**config.mk**
```make
export PLATFORM = sky130hd
export DESIGN_NAME = la_capture_core_flat
export DESIGN_NICKNAME = d
export VERILOG_FILES = /design/src/rtl/la_pkg.sv /design/src/rtl/la_bus_if.sv /design/src/rtl/la_sample_mem.sv /design/src/rtl/la_capture_core.sv /design/src/flat_wrapper.sv
export SDC_FILE = /design/constraint.sdc
export NUM_CORES = 1
export LEC_CHECK = 0
export ABC_AREA = 1
export CAP_MARGIN = 30
export CORE_ASPECT_RATIO = 1.75
export CORE_MARGIN = 2
export CORE_UTILIZATION = 54
export CTS_CLUSTER_DIAMETER = 40
export DETAILED_ROUTE_END_ITERATION = 8
export GPL_TIMING_DRIVEN = 1
export HOLD_SLACK_MARGIN = 0.15
export PLACE_DENSITY = 0.71
export SKIP_LAST_GASP = 1
export SYNTH_ARGS = -nofsm -noshare
export SYNTH_HDL_FRONTEND = slang
export SYNTH_SLANG_ARGS = --single-unit
```
**constraint.sdc**
```tcl
create_clock -name clk -period 5.4 [get_ports clk]
set_clock_uncertainty 0.1 [all_clocks]
set_input_delay 1.08 -clock clk [delete_from_list [all_inputs] [get_ports clk]]
set_output_delay 1.08 -clock clk [all_outputs]
set_load 0.05 [all_outputs]
```
**src/rtl/la_pkg.sv**
```systemverilog
// Shared types and register map for the logic-analyzer capture core.
// Latency: n/a (declarations only).
// Backpressure: n/a.
package la_pkg;

    // Capture state machine; encodings are visible to the host via offset 0.
    typedef enum logic [2:0] {
        IDLE             = 3'd0,
        MOVE_TO_POSITION = 3'd1,
        IN_POSITION      = 3'd2,
        CAPTURING        = 3'd3,
        CAPTURED         = 3'd4
    } la_state_t;

    // Register offsets relative to BASE_ADDR.
    localparam logic [15:0] STATE_OFS     = 16'd0;
    localparam logic [15:0] REQ_OFS       = 16'd1;
    localparam logic [15:0] TRIG_VAL_OFS  = 16'd2;
    localparam logic [15:0] TRIG_MASK_OFS = 16'd3;
    localparam logic [15:0] TRIG_LOC_OFS  = 16'd4;
    localparam logic [15:0] READ_PTR_OFS  = 16'd5;
    localparam logic [15:0] SAMPLE_OFS    = 16'd6;

endpackage

```
**src/rtl/la_bus_if.sv**
```systemverilog
// Daisy-chained 16-bit register bus: inbound request and forwarded/response side.
// Latency: n/a (wiring only).
// Backpressure: none; the chain never stalls.
interface la_bus_if;
    logic [15:0] addr_i;
    logic [15:0] data_i;
    logic        rw_i;
    logic        valid_i;
    logic [15:0] addr_o;
    logic [15:0] data_o;
    logic        rw_o;
    logic        valid_o;

    // The core sits on the chain: consumes *_i, produces *_o.
    modport slave (
        input  addr_i, data_i, rw_i, valid_i,
        output addr_o, data_o, rw_o, valid_o
    );

    // Upstream driver / downstream observer view.
    modport master (
        output addr_i, data_i, rw_i, valid_i,
        input  addr_o, data_o, rw_o, valid_o
    );
endinterface

```
**src/rtl/la_sample_mem.sv**
```systemverilog
// Simple dual-port sample RAM: port A writes, port B reads synchronously.
// Latency: 1 cycle from read enable to dout_b.
// Backpressure: none; both ports accept every cycle.
module la_sample_mem #(
    parameter  int WIDTH = 8,
    parameter  int DEPTH = 64,
    localparam int AW    = $clog2(DEPTH)
) (
    input  logic             clk,
    input  logic             we_a,
    input  logic [AW-1:0]    addr_a,
    input  logic [WIDTH-1:0] din_a,
    input  logic             re_b,
    input  logic [AW-1:0]    addr_b,
    output logic [WIDTH-1:0] dout_b
);
    logic [WIDTH-1:0] mem [DEPTH];

    // Capture write port; no reset so the array maps onto block RAM.
    always_ff @(posedge clk) begin
        if (we_a) begin
            mem[addr_a] <= din_a;
        end
    end

    // Registered read port.
    always_ff @(posedge clk) begin
        if (re_b) begin
            dout_b <= mem[addr_b];
        end
    end
endmodule

```
**src/rtl/la_capture_core.sv**
```systemverilog
// Bus-attached logic analyzer: circular probe capture around a masked-equality trigger.
// Latency: bus pass-through and register/sample reads all 1 cycle.
// Backpressure: none; every bus beat is forwarded, capture never stalls.
module la_capture_core
    import la_pkg::*;
#(
    parameter logic [15:0] BASE_ADDR    = 16'd0,
    parameter int          PROBE_WIDTH  = 8,
    parameter int          SAMPLE_DEPTH = 64
) (
    input  logic                   clk,
    input  logic                   rst_n,
    input  logic [PROBE_WIDTH-1:0] probe,
    la_bus_if.slave                bus
);
    localparam int              AW       = $clog2(SAMPLE_DEPTH);
    localparam int              CW       = AW + 1;
    localparam logic [16:0]     LAST_OFS = 17'(READ_PTR_OFS) + 17'(SAMPLE_DEPTH);
    localparam logic [15:0]     LOC_MAX  = 16'(SAMPLE_DEPTH - 1);
    localparam logic [CW-1:0]   DEPTH_C  = CW'(SAMPLE_DEPTH);

    la_state_t              state_q, state_d;
    logic [AW-1:0]          wr_ptr_q, wr_ptr_d;
    logic [AW-1:0]          read_ptr_q, read_ptr_d;
    logic [CW-1:0]          cnt_q, cnt_d;
    logic [CW-1:0]          post_target;
    logic [AW-1:0]          trig_loc_q;
    logic [PROBE_WIDTH-1:0] trig_val_q, trig_mask_q;

    logic [15:0]            ofs;
    logic [15:0]            reg_rdata;
    logic                   owned, is_sample, wr_en, rd_en, req_wr, trig_hit;

    logic                   mem_we, mem_re;
    logic [AW-1:0]          mem_raddr;
    logic [PROBE_WIDTH-1:0] mem_dout;

    logic [15:0]            addr_q, data_q;
    logic                   rw_q, valid_q, samp_sel_q;

    // Address decode; addresses below BASE_ADDR wrap high and fall outside the window.
    assign ofs       = bus.addr_i - BASE_ADDR;
    assign owned     = ({1'b0, ofs} <= LAST_OFS);
    assign is_sample = (ofs >= SAMPLE_OFS);
    assign wr_en     = bus.valid_i & bus.rw_i & owned;
    assign rd_en     = bus.valid_i & ~bus.rw_i & owned;
    assign req_wr    = wr_en & (ofs == REQ_OFS);

    assign trig_hit    = ((probe ^ trig_val_q) & trig_mask_q) == '0;
    // Samples still to store from the trigger sample onward.
    assign post_target = DEPTH_C - {1'b0, trig_loc_q};

    // Sample window is presented oldest first, rotated by read_ptr.
    assign mem_raddr = read_ptr_q + AW'(ofs - SAMPLE_OFS);
    assign mem_re    = rd_en & is_sample & (state_q == CAPTURED);

    la_sample_mem #(
        .WIDTH (PROBE_WIDTH),
        .DEPTH (SAMPLE_DEPTH)
    ) u_mem (
        .clk    (clk),
        .we_a   (mem_we),
        .addr_a (wr_ptr_q),
        .din_a  (probe),
        .re_b   (mem_re),
        .addr_b (mem_raddr),
        .dout_b (mem_dout)
    );

    // Register read mux, zero-extended to bus width.
    always_comb begin
        reg_rdata = '0;
        case (ofs)
            STATE_OFS:     reg_rdata = 16'(state_q);
            TRIG_VAL_OFS:  reg_rdata = 16'(trig_val_q);
            TRIG_MASK_OFS: reg_rdata = 16'(trig_mask_q);
            TRIG_LOC_OFS:  reg_rdata = 16'(trig_loc_q);
            READ_PTR_OFS:  reg_rdata = 16'(read_ptr_q);
            default:       reg_rdata = '0;
        endcase
    end

    // Next-state and capture control; host request writes override everything.
    always_comb begin
        state_d    = state_q;
        wr_ptr_d   = wr_ptr_q;
        read_ptr_d = read_ptr_q;
        cnt_d      = cnt_q;
        mem_we     = 1'b0;
        case (state_q)
            MOVE_TO_POSITION: begin
                if (trig_loc_q == '0) begin
                    state_d = IN_POSITION;
                end else begin
                    mem_we   = 1'b1;
                    wr_ptr_d = wr_ptr_q + 1'b1;
                    cnt_d    = cnt_q + 1'b1;
                    // Move on as the last pre-trigger sample lands so storage stays gapless.
                    if (cnt_q + 1'b1 == {1'b0, trig_loc_q}) begin
                        state_d = IN_POSITION;
                    end
                end
            end
            IN_POSITION: begin
                mem_we   = 1'b1;
                wr_ptr_d = wr_ptr_q + 1'b1;
                if (trig_hit) begin
                    cnt_d = CW'(1);
                    if (post_target == CW'(1)) begin
                        // Trigger sample alone fills the post-trigger window.
                        state_d    = CAPTURED;
                        read_ptr_d = wr_ptr_q + 1'b1;
                    end else begin
                        state_d = CAPTURING;
                    end
                end
            end
            CAPTURING: begin
                mem_we   = 1'b1;
                wr_ptr_d = wr_ptr_q + 1'b1;
                cnt_d    = cnt_q + 1'b1;
                if (cnt_q + 1'b1 == post_target) begin
                    state_d    = CAPTURED;
                    read_ptr_d = wr_ptr_q + 1'b1;
                end
            end
            default: begin
                state_d = state_q;
            end
        endcase

        if (req_wr) begin
            if (!bus.data_i[0]) begin
                state_d    = IDLE;
                read_ptr_d = read_ptr_q;
                mem_we     = 1'b0;
            end else if (state_q == IDLE || state_q == CAPTURED) begin
                state_d  = MOVE_TO_POSITION;
                wr_ptr_d = '0;
                cnt_d    = '0;
            end
        end
    end

    // Capture state registers.
    always_ff @(posedge clk or negedge rst_n) begin
        if (!rst_n) begin
            state_q    <= IDLE;
            wr_ptr_q   <= '0;
            read_ptr_q <= '0;
            cnt_q      <= '0;
        end else begin
            state_q    <= state_d;
            wr_ptr_q   <= wr_ptr_d;
            read_ptr_q <= read_ptr_d;
            cnt_q      <= cnt_d;
        end
    end

    // Trigger configuration, frozen outside IDLE; trig_loc saturates at depth-1.
    always_ff @(posedge clk or negedge rst_n) begin
        if (!rst_n) begin
            trig_val_q  <= '0;
            trig_mask_q <= '0;
            trig_loc_q  <= '0;
        end else if (wr_en && state_q == IDLE) begin
            case (ofs)
                TRIG_VAL_OFS:  trig_val_q  <= bus.data_i[PROBE_WIDTH-1:0];
                TRIG_MASK_OFS: trig_mask_q <= bus.data_i[PROBE_WIDTH-1:0];
                TRIG_LOC_OFS:  trig_loc_q  <= (bus.data_i > LOC_MAX) ? LOC_MAX[AW-1:0]
                                                                     : bus.data_i[AW-1:0];
                default:       trig_val_q  <= trig_val_q;
            endcase
        end
    end

    // Bus output stage: forward everything, substitute read data for owned reads.
    always_ff @(posedge clk or negedge rst_n) begin
        if (!rst_n) begin
            addr_q     <= '0;
            data_q     <= '0;
            rw_q       <= 1'b0;
            valid_q    <= 1'b0;
            samp_sel_q <= 1'b0;
        end else begin
            addr_q     <= bus.addr_i;
            rw_q       <= bus.rw_i;
            valid_q    <= bus.valid_i;
            samp_sel_q <= mem_re;
            if (rd_en && is_sample) begin
                data_q <= '0;
            end else if (rd_en) begin
                data_q <= reg_rdata;
            end else begin
                data_q <= bus.data_i;
            end
        end
    end

    // RAM output arrives one cycle after the read, aligned with the output stage.
    assign bus.addr_o  = addr_q;
    assign bus.data_o  = samp_sel_q ? 16'(mem_dout) : data_q;
    assign bus.rw_o    = rw_q;
    assign bus.valid_o = valid_q;

endmodule

```
**src/flat_wrapper.sv**
```systemverilog
// flat-port wrapper written by rule: the top's interface ports become plain ports
module la_capture_core_flat import la_pkg::*;
#(
    parameter logic [15:0] BASE_ADDR    = 16'd0,
    parameter int          PROBE_WIDTH  = 8,
    parameter int          SAMPLE_DEPTH = 64
)
  (clk, rst_n, probe, bus_addr_i, bus_data_i, bus_rw_i, bus_valid_i, bus_addr_o, bus_data_o, bus_rw_o, bus_valid_o);
  la_bus_if bus_i ();
  input  logic clk;
  input  logic rst_n;
  input  logic [PROBE_WIDTH-1:0] probe;
  input wire logic [$bits(bus_i.addr_i)-1:0] bus_addr_i;
  input wire logic [$bits(bus_i.data_i)-1:0] bus_data_i;
  input wire logic [$bits(bus_i.rw_i)-1:0] bus_rw_i;
  input wire logic [$bits(bus_i.valid_i)-1:0] bus_valid_i;
  output wire logic [$bits(bus_i.addr_o)-1:0] bus_addr_o;
  output wire logic [$bits(bus_i.data_o)-1:0] bus_data_o;
  output wire logic [$bits(bus_i.rw_o)-1:0] bus_rw_o;
  output wire logic [$bits(bus_i.valid_o)-1:0] bus_valid_o;
  assign bus_i.addr_i = bus_addr_i;
  assign bus_i.data_i = bus_data_i;
  assign bus_i.rw_i = bus_rw_i;
  assign bus_i.valid_i = bus_valid_i;
  assign bus_addr_o = bus_i.addr_o;
  assign bus_data_o = bus_i.data_o;
  assign bus_rw_o = bus_i.rw_o;
  assign bus_valid_o = bus_i.valid_o;
  la_capture_core #(.BASE_ADDR(BASE_ADDR), .PROBE_WIDTH(PROBE_WIDTH), .SAMPLE_DEPTH(SAMPLE_DEPTH)) u_core (.clk(clk), .rst_n(rst_n), .probe(probe), .bus(bus_i));
endmodule
```
==> out/results.txt <==
Post-synthesis mux area share - 0.359%
Setup TNS - 0 ns
Final slew viol count - 0
Fin area - 0.0281 sq mm
Worst skew pair latency - 0.59 ns
Detailed Routing Iterations Pass 1 - 5
Xor and xnor fraction of the mapped netlist area - 0.409%
EDFF count, synth - 520
First-pass GRT wire length - 103,000 um
Critical path startpoint category - input port
Drt wl/cell - 24.7 um
RSZ-0062 raised after global routing - no
Slowest Stage Delay on Critical Path - 1.11 ns
Required @ worst endpoint - 5.64 ns
Crit end category - flip-flop
Nets - 2,216
Worst path arrival time - 4.83 ns
Leakage - 9.75 nW
Cts repair resizes - 0
Synthesized area - 0.0251 sq mm
Antenna-violating nets left - 0
Critical Path Fanout Max - 45
Cell Rows - 104
Area delta synth->final - 12.1%
Synth Area in Simple Gates - 13.5%
Outcome - completed
Die Area - 0.0482 sq mm
Iter 0 DRT Violations - 1,933
Register area share after synthesis - 70.1%
Adder-cell area share of the yosys netlist - 0.728%
TritonCTS buffer count - 51
CP cell instances - clkdlybuf4s50_1 -> inv_1 -> ha_1 -> inv_1 -> ha_4 -> fa_2 -> buf_4 -> o221ai_1 -> nand3_1 -> nand3_1 -> nand3_1 -> nand2_1
Starting Density - 54.6%
# hold bufs at CTS - 0
Setup Fix Bufs, Post-CTS - 0
Number of remaining DRC errors - 0
Total vias in the final route - 17,300
# setup viols final - 0
Largest family of logic cells by synthesized area - simple AND/OR/NAND/NOR gates
YS warnings - 0
Maximum vdd drop - 0.330 mV
Die X - 167 um
Slew Limit Headroom - 34.0%
Finished Core Util - 61.2%
Final period util - 85.1%
Maximum clock frequency - 0.218 GHz
Antenna fix cells - 0
CTS root buffer - clkbuf_16
Area leader, netlist - edfxtp_1
Vias in the first global route - 17,500
Worst slew pin tran - 0.986 ns
Clk pin slew, worst setup/hold paths - 0.07 ns
Total gr overflow - 0
Mean Syn Cell Area - 11.9 sq um
Synth area leaders - edfxtp_1 (62%), dfrtp_1 (7.9%), nor2_1 (6.3%)
Ys flop type - edfxtp_1
Kind of critical path - input port to flip-flop
Pin count of the biggest net entering global routing - 169
Async SR Flop Fraction - 13.2%
Mapped Cells - 2,116
Initial antenna violation count - 4
CORE AREA - 0.0459 sq mm
Synth top area share - 62.3%
Routed WL - 68,500 um
Synth cell types - 44
Crit-path slowest cell - fa_2
GP Congestion - 0.956
HP Class - input port to async pin
Ports - 78
I/O Buffers - 77
Syn_nets - 2,174
Max-cap viol count - 0
Height of the die - 289 um
Share of cells above drive strength 1 - 7.70%
CTS H-tree depth - 2
Final min period - 4.59 ns
Synth Area in Compound Gates - 11.4%
DR vias/cell - 6.24
Power density cells - 338 mW/mm^2
Fin. Hold Viols - 0
Synthesized flop and latch total - 599
Gr usage total - 28.3%
Fillers - 3,548
Total clock sinks - 599
Top cell by count, worst path - nand3_1
Max clock buf depth - 3
CTS tree - done
Placed Instance Area - 0.0264 sq mm
Post-DP HPWL - 43,600 um
## routing by layer
layer | wire (um) | GRT usage [%] | part of all wire, % | up-vias
met4 | 5260 | 19.9 | 7.7 | 4
li1 | - | - | - | 7748
met1 | 23000 | 31.6 | 34 | 8477
met3 | 5000 | 4.06 | 7.3 | 231
met2 | 35200 | 49.8 | 51 | 888
met5 | 20 | 0 | 0.029 | -
## cells in the mapped netlist (all sizes together), types with 3 or more instances
library cell and count:
nand3 155, nand2 187, buf 27, dfrtp 79, mux2 8, o211ai 20, nand4 7, a21oi 11
nor3 5, inv 103, o22ai 13, xor2 7, o21ai 305, edfxtp 520, ha 13, clkbuf 91
nor4 5, o221ai 108, nor2 431, a22oi 6, xnor2 3
## critical path: cells and delay by family
kind                       cells  cell delay (ns)
AOI/OAI and AO/OA              1             0.26
adders and majority gates      3             1.56
buffers and inverters          4             1.36
and+or+nand+nor                4             0.54
## kinds of logic after synthesis
kind of cell	Yosys count
AND/OR/NAND/NOR	796
flip-flops	599
AO/OA/AOI/OAI	467
buffers and inverters	222
adder cells (fa/ha/maj)	14
XOR/XNOR	10
multiplexers	8
## path summary, 6_finish.rpt
path,slack [ns],startpoint,endpoint,cells past startpoint
setup reg to reg,1.59,u_core.read_ptr_q[1]$_DFFE_PN0P_,u_core.u_mem.dout_b[4]$_DFFE_PP_,11
min in group clk,0.39,u_core.read_ptr_q[1]$_DFFE_PN0P_,u_core.read_ptr_q[1]$_DFFE_PN0P_,2
setup / recovery,0.81,bus_addr_i[1],u_core.u_mem.dout_b[4]$_DFFE_PP_,12
hold reg to reg,0.39,u_core.read_ptr_q[1]$_DFFE_PN0P_,u_core.read_ptr_q[1]$_DFFE_PN0P_,2
max in group asynchronous,4.34,rst_n,u_core.bus.addr_o[10]$_DFF_PN0_,2
hold / removal,0.25,rst_n,u_core.trig_mask_q[7]$_DFFE_PN0P_,1
## area by class of cell
type                    instances  area [sq um]  area share, %
clock buffers                  58          1370           4.85
clock inverters                32           327           1.16
well taps                     583           729           2.59
inverters                     104           397           1.41
repair buffers                107          1060           3.77
multi-input cells            1295          6660           23.7
flip-flops and latches        599         17600           62.5
## metrics by stage
| stage | hold WS (ns) | std cells | power (mW) | setup WS [ns] |
|---|---|---|---|---|
| 6_report | 0.246 | 2778 | 9.51 | 0.805 |
| 3_5_place_dp | 0.380 | 2688 | 5.86 | 0.359 |
| 2_1_floorplan | 0.342 | 2116 | 5.53 | 1.91 |
| 3_3_place_gp | 0.361 | 2687 | 5.85 | 0.437 |
| 5_1_grt | 0.253 | 2778 | 9.75 | 0.681 |
| 4_1_cts | 0.241 | 2778 | 9.53 | 0.958 |
## registers in the layout, summed over array words and instances (netlist names), 7 cells and up
register / cells
u_core.bus.addr_o: 16
u_core.u_mem.dout_b: 8
u_core.trig_val_q: 8
u_core.u_mem.mem: 512
u_core.trig_mask_q: 8
u_core.data_q: 16
u_core.cnt_q: 7
## report_power, final
part	internal [mW]	total (mW)	switching [mW]
clock network	2.07	3.74	1.68
registers	5.05	5.05	0.00395
logic	0.202	0.721	0.519
## cell usage in the layout (no fill, tap or decap), types with 13 or more instances in the layout
cell and n:
edfxtp_1 520, o211ai_1 20, dfrtp_1 79, nor2_1 424, clkdlybuf4s50_1 68, nand3_1 155
clkbuf_16 53, o21ai_0 296, inv_1 98, buf_4 23, o221ai_1 108, o22ai_1 13
nand2_1 175
(Power assumes the default switching activity.)
